## src/rtl/scc_dac_out.sv

```systemverilog
// scc_dac_out: output stage after the SCC channel mixer.
// Holds the mixed sample between strobes, applies a click-free mute fade
// (gain 0..256), exposes the post-gain level, and drives a first-order
// delta-sigma 1-bit stream for an external RC filter.
// Optional build macro: SCC_DAC_DITHER_EN adds a 16-bit Galois LFSR whose
// two low bits dither the modulator input.
//
// state    | meaning
// ---------+------------------------------------------------
// SILENT   | gain held at 0, waiting for mute=0
// FADE_IN  | gain steps +1 every 2^RAMP_SHIFT clocks
// PLAY     | gain held at 256, waiting for mute=1
// FADE_OUT | gain steps -1 every 2^RAMP_SHIFT clocks
module scc_dac_out #(
  parameter int RAMP_SHIFT = 4
) (
  input  logic        clk,
  input  logic        reset,
  input  logic [10:0] sample_in,
  input  logic        sample_valid,
  input  logic        mute,
  output logic [10:0] level_out,
  output logic        ramp_busy,
  output logic        dac_out
);

  typedef enum logic [1:0] {
    SILENT   = 2'd0,
    FADE_IN  = 2'd1,
    PLAY     = 2'd2,
    FADE_OUT = 2'd3
  } state_t;

  localparam logic [8:0] PRESC_TC  = 9'((1 << RAMP_SHIFT) - 1);
  localparam logic [8:0] GAIN_FULL = 9'd256;

  state_t             r_state, w_state_nxt;
  logic [8:0]         r_gain, w_gain_nxt;
  logic [8:0]         r_presc, w_presc_nxt;
  logic               r_busy, w_busy_nxt;
  logic               w_step;
  logic signed [10:0] r_hold;
  logic signed [10:0] r_level;
  logic signed [20:0] w_prod;
  logic               w_unused_bits;
  logic [10:0]        w_u;
  logic [10:0]        r_acc;
  logic [11:0]        w_sum;
  logic               r_dac;

  // Sample hold register: last strobe wins, strobes ignored during reset.
  always_ff @(posedge clk) begin
    if (reset)             r_hold <= '0;
    else if (sample_valid) r_hold <= sample_in;
  end

  assign w_step = (r_presc == PRESC_TC);

  // Ramp FSM next-state, gain and prescaler; any state change clears the prescaler.
  always_comb begin
    w_state_nxt = r_state;
    w_gain_nxt  = r_gain;
    w_presc_nxt = '0;
    case (r_state)
      SILENT: begin
        if (!mute) w_state_nxt = FADE_IN;
      end
      FADE_IN: begin
        if (mute) begin
          w_state_nxt = FADE_OUT;
        end else if (r_gain == GAIN_FULL) begin
          // Re-entered from FADE_OUT before any step: already at full level.
          w_state_nxt = PLAY;
        end else if (w_step) begin
          w_gain_nxt = r_gain + 9'd1;
          if (r_gain == GAIN_FULL - 9'd1) w_state_nxt = PLAY;
        end else begin
          w_presc_nxt = r_presc + 9'd1;
        end
      end
      PLAY: begin
        if (mute) w_state_nxt = FADE_OUT;
      end
      FADE_OUT: begin
        if (!mute) begin
          w_state_nxt = FADE_IN;
        end else if (r_gain == 9'd0) begin
          // Re-entered from FADE_IN before any step: already silent.
          w_state_nxt = SILENT;
        end else if (w_step) begin
          w_gain_nxt = r_gain - 9'd1;
          if (r_gain == 9'd1) w_state_nxt = SILENT;
        end else begin
          w_presc_nxt = r_presc + 9'd1;
        end
      end
      default: w_state_nxt = SILENT;
    endcase
    w_busy_nxt = (w_state_nxt == FADE_IN) || (w_state_nxt == FADE_OUT);
  end

  // Ramp FSM state, gain, prescaler and busy flag registers.
  always_ff @(posedge clk) begin
    if (reset) begin
      r_state <= SILENT;
      r_gain  <= '0;
      r_presc <= '0;
      r_busy  <= 1'b0;
    end else begin
      r_state <= w_state_nxt;
      r_gain  <= w_gain_nxt;
      r_presc <= w_presc_nxt;
      r_busy  <= w_busy_nxt;
    end
  end

  // |hold * gain / 256| never exceeds |hold|, so bits [18:8] carry the full result.
  assign w_prod        = r_hold * $signed({1'b0, r_gain});
  assign w_unused_bits = ^{w_prod[20:19], w_prod[7:0]};

  // Post-gain level register, arithmetic shift by 8 (floor).
  always_ff @(posedge clk) begin
    if (reset) r_level <= '0;
    else       r_level <= w_prod[18:8];
  end

  // Offset binary: level + 1024 is just the sign bit inverted.
  assign w_u = {~r_level[10], r_level[9:0]};

`ifdef SCC_DAC_DITHER_EN
  logic [15:0] r_lfsr;
  logic [11:0] w_ud;
  logic [10:0] w_uc;

  // Galois LFSR x^16+x^14+x^13+x^11, shifting right.
  always_ff @(posedge clk) begin
    if (reset) r_lfsr <= 16'hACE1;
    else       r_lfsr <= {1'b0, r_lfsr[15:1]} ^ (r_lfsr[0] ? 16'hB400 : 16'h0000);
  end

  // Clamp so the dithered input never exceeds one carry per clock.
  assign w_ud  = {1'b0, w_u} + {10'd0, r_lfsr[1:0]};
  assign w_uc  = w_ud[11] ? 11'h7FF : w_ud[10:0];
  assign w_sum = {1'b0, r_acc} + {1'b0, w_uc};
`else
  assign w_sum = {1'b0, r_acc} + {1'b0, w_u};
`endif

  // Delta-sigma accumulator; the carry is the 1-bit output.
  always_ff @(posedge clk) begin
    if (reset) begin
      r_acc <= '0;
      r_dac <= 1'b0;
    end else begin
      r_acc <= w_sum[10:0];
      r_dac <= w_sum[11];
    end
  end

  assign level_out = r_level;
  assign ramp_busy = r_busy;
  assign dac_out   = r_dac;

endmodule

```

## config.mk

```make
export PLATFORM = sky130hd
export DESIGN_NAME = scc_dac_out
export DESIGN_NICKNAME = d
export VERILOG_FILES = /design/src/rtl/scc_dac_out.sv
export SDC_FILE = /design/constraint.sdc
export NUM_CORES = 1
export LEC_CHECK = 0
export ABC_AREA = 0
export CAP_MARGIN = 20
export CORE_MARGIN = 3
export CORE_UTILIZATION = 50
export CTS_BUF_LIST = sky130_fd_sc_hd__clkbuf_8
export DETAILED_ROUTE_END_ITERATION = 12
export HOLD_SLACK_MARGIN = 0.05
export PLACE_DENSITY_LB_ADDON = 0.2
export SLEW_MARGIN = 20
export SYNTH_ARGS = -nofsm -noshare
export SYNTH_HDL_FRONTEND = slang
export SYNTH_SLANG_ARGS = --single-unit
```

## constraint.sdc

```tcl
create_clock -name clk -period 7.2 [get_ports clk]
set_clock_uncertainty 0.15 [all_clocks]
set_input_delay 1.44 -clock clk [delete_from_list [all_inputs] [get_ports clk]]
set_output_delay 1.44 -clock clk [all_outputs]
set_load 0.01 [all_outputs]
```

==> metrics.txt, run 1 <==
RSZ-0062 raised after global routing=false; GRT Overall Usage=20.8%; crit path max-delay cell type=dfxtp_1; most common cell in the synthesized netlist=inv_1; Avg Cell Area, Syn=8.83 um^2; delay-heaviest family, CP=adder cells; cts repair resizes=0; P_int=0.000391 W; # Max-Cap Violations=0; Buf/Inv on CP=3; Gate Count Post-Synth=684; Post-Syn Nets=835; Initial Util=52.0%; Starting DRT DRC Count=198; residual overflow from global routing=0; top cells by count, synth=104 x inv_1, 80 x fa_1, 60 x nand2_1, 57 x and2_1, 56 x ha_1; share of post-route cells with drive strength above 1=3.06%; CP Capture Point=level_out[7]; clk sink count=54; postcts setup bufs=0; switching part of the total=27.6%; clk slew on worst S/H paths=0.12 ns; Final nets=837; drt via density=5.36; Final ANT Viol Nets=0; end of the worst register-to-register path=level_out[7]; clk_lat worst skew=0.34 ns; ys flop type=dfxtp_1; cell area after synthesis=6040 um^2; worst min path class=flip-flop to flip-flop; combinational share of power=7.1%; synth top area cells=fa_1 27%, dfxtp_1 18%, ha_1 12%, inv_1 6.5%, and2_1 5.9%; largest net degree at the start of global routing=52; Clk pwr share=33.5%; Post-DP HPWL=9.83 mm; Final setup viols=0; Fin. Hold Viols=0; critical path launch point type=flip-flop; arrival time worst endpoint=5.68 ns; fmax=179 MHz; Syn. warnings=0; htree depth=2; initial antenna violation count=0; vias in the first global route=4821; CP cell instances=nand2_1 -> fa_1 -> inv_1 -> fa_1 -> ha_1 -> fa_1 -> inv_1 -> fa_1 -> inv_1 -> ha_1 -> a2111oi_0 -> o31a_1 -> o2bb2ai_1 -> o21ai_2 -> a221oi_1 -> mux2_2; worst reg-to-reg path cell count=16; DRT Pass-1 Iters=4; EDFF count, synth=0; Max IR drop VDD=0.0866 mV; CP Launch Point=r_gain[3]; Worst Max-Slew Pin Slew=0.784 ns; Design Area, Final=6430 um^2; Via Count=4447; Psw=0.000149 W; Crit path depth=16; worst r2r src=r_gain[3]; Req. time, crit path=7.29 ns; Syn-to-layout area delta=6.52%; Bufs on Longest Clock Path=2; power per cell area=83.9 nW/um^2; Row Count=39; core footprint=11600 um^2; Fill cells=1087; boundary pin count=28; count of final max-slew check failures=0; DIE HEIGHT=116 um; FFs w/ async S/R, synth=0%; Rel. slew slack=47.6%; Yosys top cell by area=fa_1; Placed Area=6350 um^2; Root Buffer=clkbuf_8; gpl congestion=0.832; crit share post-route=77.7%; Worst Setup End Kind=flip-flop; post-synthesis sequential element count=54; status=complete, no violations; CP dominant cell by count=fa_1; Reg power frac=59.4%; # DRC=0; Lkg Pwr=3.14 nW; CTS tree=built; Critical Path Max Stage Delay=0.71 ns; worst-path maximum fanout=19; Crit Path Class=flip-flop to flip-flop; DR WL/cell=14.9 um; r2r setup slk=1.61 ns; setup_tns=0 ns; first-pass GRT wire length=22.3 mm; count of cell types in the netlist=59; die area=13400 um^2; sequential fraction of the synthesis area=17.9%; drt total wl=12.4 mm; Tmin final=5.59 ns; CTS buffer count=5; top-area cell type share of the netlist area=26.5%; hold buffers post-CTS=0; n_diodes=0; DIE WIDTH=116 um; Port Buffers=27
[power by group through the flow]
| stage | Clock, W | Combinational [W] | Sequential, W |
|---|---|---|---|
| floorplan | 0 | 0.0000321 | 0.000315 |
| global placement | 0 | 0.0000382 | 0.000327 |
| detailed placement | 0 | 0.0000390 | 0.000328 |
| CTS | 0.000188 | 0.0000391 | 0.000321 |
| global route | 0.000202 | 0.0000440 | 0.000323 |
| finish | 0.000181 | 0.0000386 | 0.000321 |
[worst register-to-register path, stage by stage, from the launching register on]
cell and delay [ns]:
dfxtp_1 0.71, nand2_1 0.18, fa_1 0.57, inv_1 0.06, fa_1 0.46, ha_1 0.33
fa_1 0.54, inv_1 0.06, fa_1 0.54, inv_1 0.05, ha_1 0.20, a2111oi_0 0.33
o31a_1 0.22, o2bb2ai_1 0.23, o21ai_2 0.20, a221oi_1 0.32, mux2_2 0.36
[logic make-up (layout without fill, tap and decap cells)]
group	Yosys count	in the layout	synth area share, %
simple gates	233	233	19.4
mux	15	15	2.55
flops	54	54	17.9
xor+xnor	32	32	4.64
buf+inv	137	139	8.80
compound gates	77	77	8.60
fa+ha+maj	136	136	38.1
[final cells by class]
class / count / area [um^2] / share of cell area (%)
Multi-Input combinational cell: 493 / 4430 / 68.8
Clock buffer: 5 / 68.8 / 1.07
Clock inverter: 2 / 15.0 / 0.233
Timing Repair Buffer: 28 / 273 / 4.24
Tap cell: 143 / 179 / 2.78
Sequential cell: 54 / 1080 / 16.8
Inverter: 104 / 390 / 6.07
[stage by stage]
step | util (%) | total power [W] | worst slack, ns | hold slack [ns] | std cells
2_1_floorplan | - | 0.000347 | 1.92 | 0.268 | 684
3_3_place_gp | 54.7 | 0.000365 | 1.74 | 0.279 | 822
3_5_place_dp | 54.7 | 0.000367 | 1.63 | 0.292 | 822
4_1_cts | 55.4 | 0.000548 | 1.63 | 0.316 | 829
5_1_grt | 55.4 | 0.000569 | 1.10 | 0.363 | 829
6_report | 55.4 | 0.000540 | 1.61 | 0.313 | 829
[per-layer routing]
| layer | up-vias | global-route usage, % | part of all wire (%) |
|---|---|---|---|
| met4 | 0 | 5.10 | 1.1 |
| met3 | 11 | 2.87 | 2.0 |
| met1 | 2206 | 25.9 | 44 |
| met5 | - | 0 | 0 |
| li1 | 2179 | - | - |
| met2 | 51 | 38.1 | 53 |
[state kept, by name, indices dropped and copies added, names as in the netlist]
register,count
r_acc,11
r_gain,9
r_presc,9
r_hold,11
r_state,1
dac_out,1
ramp_busy,1
level_out,11
[how the worst min path moves through the flow]
stage,start,slack (ns),end,cells past startpoint
global placement,r_presc[0],0.28,r_presc[0],1
CTS,r_presc[0],0.32,r_presc[0],1
global route,r_presc[0],0.36,r_presc[0],1
floorplan,r_presc[0],0.27,r_presc[0],1
detailed placement,r_presc[0],0.29,r_presc[0],1
finish,r_presc[0],0.31,r_presc[0],1
[layout by cell type, fill, tap and decap left out, types with 3 or more instances in the layout]
cell type / Yosys / layout
a2111oi_0: 3 / 3
a21o_1: 7 / 7
a21oi_1: 25 / 25
and2_1: 57 / 57
and3_1: 5 / 5
clkbuf_8: 0 / 5
clkdlybuf4s50_1: 0 / 26
dfxtp_1: 54 / 54
fa_1: 80 / 80
ha_1: 56 / 56
inv_1: 104 / 104
mux2_2: 3 / 3
mux2i_1: 12 / 12
nand2_1: 60 / 60
nand3_1: 12 / 12
nand4_1: 4 / 4
nor2_1: 53 / 53
nor2b_1: 8 / 8
nor3_1: 12 / 12
nor3b_1: 3 / 3
o21a_1: 3 / 3
o21ai_0: 13 / 13
or2_2: 3 / 3
or3_1: 5 / 5
xnor2_1: 21 / 21
xor2_1: 11 / 11
Note: power is estimated with default switching activity, not from simulation.
==> inputs of run 2 (changes only) <==
==> constraint.sdc (replaced) <==
create_clock -name clk -period 5.2 [get_ports clk]
set_clock_uncertainty 0.15 [all_clocks]
set_input_delay 1.04 -clock clk [delete_from_list [all_inputs] [get_ports clk]]
set_output_delay 1.04 -clock clk [all_outputs]
set_load 0.01 [all_outputs]
==> metrics.txt, run 2 (synthesized netlist as in run 1, its figures left out) <==
fmax=197 MHz (+10%); first-pass GRT wire length=23.5 mm (+5.0%); n_diodes=0 (unchanged); Design Area, Final=7040 um^2 (+9.5%); arrival time worst endpoint=5.17 ns (-0.51 ns); status=complete, no violations; Initial Util=52.0% (unchanged); register area=1120 um^2 (+3.7%); critical path launch point type=flip-flop; # Max-Cap Violations=0 (unchanged); Req. time, crit path=5.29 ns (-2.00 ns); Post-DP HPWL=10.8 mm (+9.7%); gpl congestion=0.850 (+2.1%); Via Count=4734 (+6.5%); Root Buffer=clkbuf_8; clk_lat worst skew=0.34 ns (about the same); share of post-route cells with drive strength above 1=15.0% (+12 points); worst min path class=flip-flop to flip-flop; GRT Overall Usage=21.9% (+1.1 points); drt via density=5.35 (-0.28%); Worst Max-Slew Pin Slew=0.825 ns (+0.0413 ns); Final setup viols=0 (unchanged); crit share post-route=97.8% (+20 points); Fin. Hold Viols=0 (unchanged); Syn-to-layout area delta=16.6%; most common cell after layout, fill and taps aside=inv_1; vias in the first global route=4979 (+3.3%); Row Count=39 (unchanged); DRT Pass-1 Iters=4 (unchanged); Placed Area=6760 um^2 (+6.4%); Final ANT Viol Nets=0 (unchanged); post-layout util=60.7% (+5.2 points); Starting DRT DRC Count=213 (+7.6%); worst setup margin=0.115 ns (-1.49 ns); initial antenna violation count=0 (unchanged); count of final max-slew check failures=0 (unchanged); CP cell instances=clkbuf_4 -> buf_4 -> and2_1 -> fa_1 -> ha_1 -> ha_1 -> inv_1 -> fa_1 -> inv_1 -> fa_1 -> ha_4 -> a2111oi_2 -> o31a_1 -> o2bb2ai_2 -> o21ai_4 -> a221oi_2 -> mux2_2; Final nets=892 (+6.6%); residual overflow from global routing=0 (unchanged); Lkg Pwr=3.46 nW (+10%); clk sink count=54 (unchanged); crit path max-delay cell type=fa_1; dpl ws=-0.0386 ns (-1.67 ns); worst-path maximum fanout=10 (-9); boundary pin count=28 (unchanged); CTS buffer count=5 (unchanged); CP dominant cell by count=fa_1; Fill cells=1023 (-5.9%); DR WL/cell=15.1 um (+1.6%); Bufs on Longest Clock Path=2 (unchanged); # DRC=0 (unchanged); most frequent cells in the layout=105 x inv_1, 76 x fa_1, 59 x nand2_1; area of the multi-input gates=4540 um^2 (+2.6%); Crit Path Class=flip-flop to flip-flop; power per cell area=115 nW/um^2 (+37%); CTS tree=built; largest net degree at the start of global routing=42 (-19%); Port Buffers=27 (unchanged); Worst Setup End Kind=flip-flop; drt total wl=13.4 mm (+8.4%); Rel. slew slack=45.0% (-2.6 points); clk slew on worst S/H paths=0.11 ns (about the same); DIE HEIGHT=116 um (unchanged); Max IR drop VDD=0.109 mV (+26%); htree depth=2 (unchanged); core footprint=11600 um^2 (unchanged); Tmin final=5.09 ns (-0.508 ns); DIE WIDTH=116 um (unchanged); Critical Path Max Stage Delay=0.58 ns (-0.13 ns); die area=13400 um^2 (unchanged)
[run 2: cell types whose count changed in the layout (fill, tap and decap cells not counted), sizes merged]
cell      change
clkinvlp      -1
inv           +1
bufinv        +1
clkbuf        +1
buf          +54
[run 2: through the flow]
step,hold WS [ns],total power (W),TNS [ns],instances
final,0.308,0.000811,0,885
after global routing,0.320,0.000845,-0.210,885
after CTS,0.311,0.000825,0,882
after detailed placement,0.291,0.000518,-0.0912,874
after global placement,0.278,0.000515,0,874
after floorplan,0.268,0.000481,0,684
[run 2: layout make-up]
type	count	share of cell area (%)
clock buffers	5	0.977
clock inverters	3	0.586
inverters	104	5.54
multi-input cells	493	64.5
flip-flops and latches	54	15.9
well taps	143	2.54
repair buffers	83	9.96
[run 2: routing by layer]
layer	global-route usage [%]	vias to the layer above	part of all wire (%)
met4	6.42	0	2.2
li1	-	2292	-
met3	2.98	16	2.9
met1	28.6	2351	45
met2	38.0	75	50
met5	0	-	0
[run 2: worst paths after layout]
| kind | start | endpoint | slack (ns) | cells past startpoint |
|---|---|---|---|---|
| min reg2reg | r_presc[0] | r_presc[0] | 0.31 | 1 |
| min | r_presc[0] | r_presc[0] | 0.31 | 1 |
| max reg2reg | r_gain[3] | level_out[7] | 0.11 | 17 |
| max | r_gain[3] | level_out[7] | 0.11 | 17 |
[run 2: power breakdown]
part           switching, W  leakage (nW)  internal, W
logic             0.0000330          2.96    0.0000354
clock network      0.000163        0.0556     0.000142
registers         0.0000177         0.447     0.000420
total              0.000214          3.46     0.000597
[run 2: worst max-delay path: cells and delay by family, from the launching register on]
family,cells,cell delay [ns]
compound gates,5,1.16
fa+ha+maj,6,2.31
buf+inv,4,0.47
simple gates,1,0.16
flops,1,0.39
mux,1,0.35
[run 2: repair_timing]
action                                  4_1_cts  5_1_grt
gates resized for setup                       6       47
endpoints found under the setup margin        5        8
buffers inserted                              0        3
hold buffers                                  0        0
pin swaps                                     0       12
==> edit 1 (settings of run 1) <==
The option `SCC_DAC_DITHER_EN` is turned on by a define.
--- a/src/rtl/scc_dac_out.sv
+++ b/src/rtl/scc_dac_out.sv
@@ -11,6 +11,8 @@
 // FADE_IN  | gain steps +1 every 2^RAMP_SHIFT clocks
 // PLAY     | gain held at 256, waiting for mute=1
 // FADE_OUT | gain steps -1 every 2^RAMP_SHIFT clocks
+`define SCC_DAC_DITHER_EN
+
 module scc_dac_out #(
   parameter int RAMP_SHIFT = 4
 ) (
Check against the original RTL: no difference found for any inputs over 10 cycles, from zero or initial values and one cycle with reset high; that may be too few to reach the edited logic, so the function may still have changed.
==> edit 1 against run 1 <==
Setup slack gained 20 ps; sequential cell count grew 16; sequential power grew 31%; largest cell class unchanged; design area grew 13%; total power grew 50%; synthesized area grew 11%; largest power group unchanged; die area grew 10%; wire length grew 6.5%.
==> edit 1: results (changes against run 1) <==
[route]
wl_met1_um = 6240  ; +14%
routed-wl-met2_um = 6130  ; -6.0%
via_per_inst = 5.11  ; -4.8%
wl_met3_um = 643  ; +160%
drt_iter0_drc = 270  ; +36%
drt-total-wl_um = 13200  ; +6.5%

[sta]
holdWs_ps = 264  ; -49.0 ps
timing.slew.headroom_pct = 49.7  ; +2.1 points

[global_routing]
grt_first_pass_wirelength_um = 22800  ; +2.0%
grtUsageMet3_pct = 4.46  ; +1.6 points
grt_usage_pct = 19.3  ; -1.5 points

[placed_design]
hpwl_um = 10300  ; +5.0%
gp_routability_congestion = 0.857  ; +3.0%

[worst_setup_path]
reg2reg_from = r_gain[1]
cpPeakStageDelay_ps = 670  ; -40 ps
critical_path_arrival_ps = 5660  ; -20 ps
critical_path.reg2reg.endpoint = level_out[10]
reg2reg_slack_ps = 1630  ; +20 ps

[clock_network]
cts_made_buffers = 9  ; +4
clk_pin_slew_ps = 80  ; -40 ps

[run_status]
outcome = complete, no violations

[logic_synthesis]
synth_commonest_cells = sky130_fd_sc_hd__inv_1, sky130_fd_sc_hd__fa_1, sky130_fd_sc_hd__nand2_1, sky130_fd_sc_hd__dfxtp_1, sky130_fd_sc_hd__nor2_1
syn-num-nets = 912  ; +9.2%
count_of_cell_types_in_the_netlist = 50  ; -15%
synth.area.top_cells = sky130_fd_sc_hd__fa_1, sky130_fd_sc_hd__dfxtp_1, sky130_fd_sc_hd__ha_1

[cells_and_area]
design.final.nets = 919  ; +9.8%

[power]
seq_power_share_pct = 51.7  ; -7.7 points

==> edit 1: changes by cell type in the layout (fill, tap and decap cells not counted), moves of 4 or more <==
cell | run 1 | this run
sky130_fd_sc_hd__a21oi_1 | 25 | 29
sky130_fd_sc_hd__clkbuf_8 | 5 | 9
sky130_fd_sc_hd__dfxtp_1 | 54 | 70
sky130_fd_sc_hd__inv_1 | 104 | 111
sky130_fd_sc_hd__nand2_1 | 60 | 75
sky130_fd_sc_hd__nand2b_1 | 0 | 7
sky130_fd_sc_hd__nor2_1 | 53 | 63
sky130_fd_sc_hd__nor3_1 | 12 | 8
sky130_fd_sc_hd__xnor2_1 | 21 | 32
sky130_fd_sc_hd__xor2_1 | 11 | 18
==> edit 1: cell families after synthesis <==
family,Yosys count
simple gates,264
buf+inv,142
fa+ha+maj,139
compound gates,79
flops,70
xor+xnor,50
mux,14
==> edit 1: worst max path at each step <==
stage | slack (ps) | start | depth (start not counted) | endpoint
after floorplan | 1940 | r_gain[2] | 17 | level_out[10]
after detailed placement | 1630 | r_gain[3] | 17 | level_out[9]
after CTS | 1610 | r_gain[3] | 17 | level_out[9]
after global routing | 1270 | r_gain[3] | 17 | level_out[9]
after global placement | 1800 | r_gain[4] | 16 | level_out[10]
final | 1630 | r_gain[1] | 16 | level_out[10]
==> edit 1: cell type report <==
type	instances	share of cell area (%)
multi-input cells	546	65.4
clock buffers	9	1.71
inverters	111	5.75
flip-flops and latches	70	19.3
repair buffers	27	3.69
clock inverters	7	1.12
well taps	172	2.97
==> edit 1: stage by stage <==
stage	total power [µW]	area, µm²	std cells	worst slack (ps)
2_1_floorplan	458	6680	758	1940
3_3_place_gp	477	7040	926	1800
3_5_place_dp	480	7040	926	1630
4_1_cts	826	7250	942	1610
5_1_grt	852	7250	942	1270
6_report	811	7250	942	1630
==> edit 2 (flow settings as in run 1) <==
Without the edit above. Encoding of `state_t`: now one-hot (4 bits for 4 states).
--- a/src/rtl/scc_dac_out.sv
+++ b/src/rtl/scc_dac_out.sv
@@ -24,11 +24,11 @@
   output logic        dac_out
 );
 
-  typedef enum logic [1:0] {
-    SILENT   = 2'd0,
-    FADE_IN  = 2'd1,
-    PLAY     = 2'd2,
-    FADE_OUT = 2'd3
+  typedef enum logic [3:0] {
+    SILENT   = 4'b0001,
+    FADE_IN  = 4'b0010,
+    PLAY     = 4'b0100,
+    FADE_OUT = 4'b1000
   } state_t;
 
   localparam logic [8:0] PRESC_TC  = 9'((1 << RAMP_SHIFT) - 1);
Function: same outputs for any inputs over 10 cycles, from zero or initial values and one cycle with reset high; not proved beyond that.
==> edit 2 against run 1 <==
Largest cell class unchanged; design area up 5.2%; total power up 24%; synthesized area up 3.9%; cell count up 6.3%; sequential cell count up 3; setup slack worse by 98 ps; wire length up 5.0%; critical path type unchanged.
==> edit 2: results (changes against run 1) <==
[cells_and_area]
num-fill-cells = 1115  ; +2.6%
drive_above_1_share_pct = 5.33  ; +2.3 points
flow.area_growth_from_synthesis_pct = 7.81
layoutNonFillerInstCount = 881  ; +6.3%
design.final.nets = 859  ; +2.6%

[route]
wl_per_cell_um = 14.7  ; -1.2%
wl_met1_um = 5690  ; +4.2%
drt_iter0_drc = 207  ; +4.5%
via_per_inst = 5.27  ; -1.8%
firstDrtPassIters = 5  ; +1
routed-wl-met2_um = 6710  ; +2.9%
wl_met3_um = 355  ; +44%

[placed_design]
pre_cts_ws_ps = 1550  ; -79.1 ps
hpwl_um = 10100  ; +2.5%
dpl.cell_count = 865  ; +5.2%

[clock_network]
cts_made_buffers = 9  ; +4
clk_pin_slew_ps = 70  ; -50 ps
cts-htree-levels = 3  ; +1

[logic_synthesis]
synth_commonest_cells = sky130_fd_sc_hd__inv_1, sky130_fd_sc_hd__fa_1, sky130_fd_sc_hd__nor2_1, sky130_fd_sc_hd__and2_1, sky130_fd_sc_hd__dfxtp_1
synth-compound-area-share_pct = 8.37  ; -0.22 points
part_of_the_yosys_area_used_for_sequential_elements_pct = 18.2  ; +0.28 points
synth_area_per_inst_um2 = 8.89  ; +0.68%
yosys-mux-area-fraction_pct = 2.63  ; +0.083 points
post_synth_fa_ha_maj_area_fraction_pct = 36.7  ; -1.4 points

[worst_setup_path]
critical_path_arrival_ps = 5790  ; +110 ps
rr_worst_depth = 18  ; +2
crit_fanout = 18  ; -1

[power]
cellLeakagePower_uw = 0.00319  ; +1.5%
maximum_vdd_drop_v = 0.0000633  ; -27%

[run_status]
outcome = complete, no violations

-- edit 2: cell count changes in the layout (fill, tap and decap cells not counted), moves of 5 or more --
cell,before,now
sky130_fd_sc_hd__a21oi_1,25,19
sky130_fd_sc_hd__clkbuf_8,5,11
sky130_fd_sc_hd__nand2_1,60,55
sky130_fd_sc_hd__nand2b_1,0,7
sky130_fd_sc_hd__nor2_1,53,62
sky130_fd_sc_hd__xnor2_1,21,26
-- edit 2: area by class of cell --
class | count | area share [%]
Tap cell | 168 | 3.11
Timing Repair Buffer | 28 | 4.03
Multi-Input combinational cell | 506 | 67.4
Clock inverter | 5 | 0.444
Inverter | 106 | 5.88
Clock buffer | 11 | 2.24
Sequential cell | 57 | 16.9
-- edit 2: final timing paths --
kind | slack [ps] | end
setup / recovery | 1510 | level_out[9]
hold / removal | 300 | r_presc[0]
setup reg to reg | 1510 | level_out[9]
hold reg to reg | 300 | r_presc[0]
-- edit 2: kinds of logic after synthesis --
family	after synthesis
and+or+nand+nor	242
buffers and inverters	143
adders and majority gates	136
AOI/OAI and AO/OA	75
DFF	57
xor gates and xnor gates	37
muxes	16
-- edit 2: worst register-to-register path, cell delays in order, from the launching register on --
cell                       delay, ps
sky130_fd_sc_hd__dfxtp_1         710
sky130_fd_sc_hd__nand2_1         170
sky130_fd_sc_hd__fa_1            550
sky130_fd_sc_hd__inv_1            50
sky130_fd_sc_hd__fa_1            490
sky130_fd_sc_hd__inv_1            50
sky130_fd_sc_hd__fa_1            480
sky130_fd_sc_hd__inv_1            60
sky130_fd_sc_hd__fa_1            530
sky130_fd_sc_hd__inv_1            60
sky130_fd_sc_hd__fa_1            520
sky130_fd_sc_hd__inv_1            40
sky130_fd_sc_hd__ha_1            300
sky130_fd_sc_hd__nor2_1           50
sky130_fd_sc_hd__a21oi_1         150
sky130_fd_sc_hd__o211ai_1        240
sky130_fd_sc_hd__o31ai_2         460
sky130_fd_sc_hd__a41oi_1         180
sky130_fd_sc_hd__mux2_1          330
-- edit 2: routing by layer --
layer,global-route usage (%),vias up
met2,36.5,62
met4,6.01,0
li1,-,2246
met1,25.3,2317
met5,0,-
met3,3.75,15
-- edit 2: per-stage QoR --
stage / power [µW] / hold slack (ps)
final: 672 / 300
after global routing: 704 / 341
after CTS: 683 / 302
after detailed placement: 392 / 288
after global placement: 391 / 275
after floorplan: 375 / 268
-- edit 2: report_power, final --
| group | switching (µW) | internal (µW) | total, µW |
|---|---|---|---|
| clock | 145 | 142 | 287 |
| combinational | 22.6 | 22.5 | 45.1 |
| sequential | 17.3 | 323 | 340 |
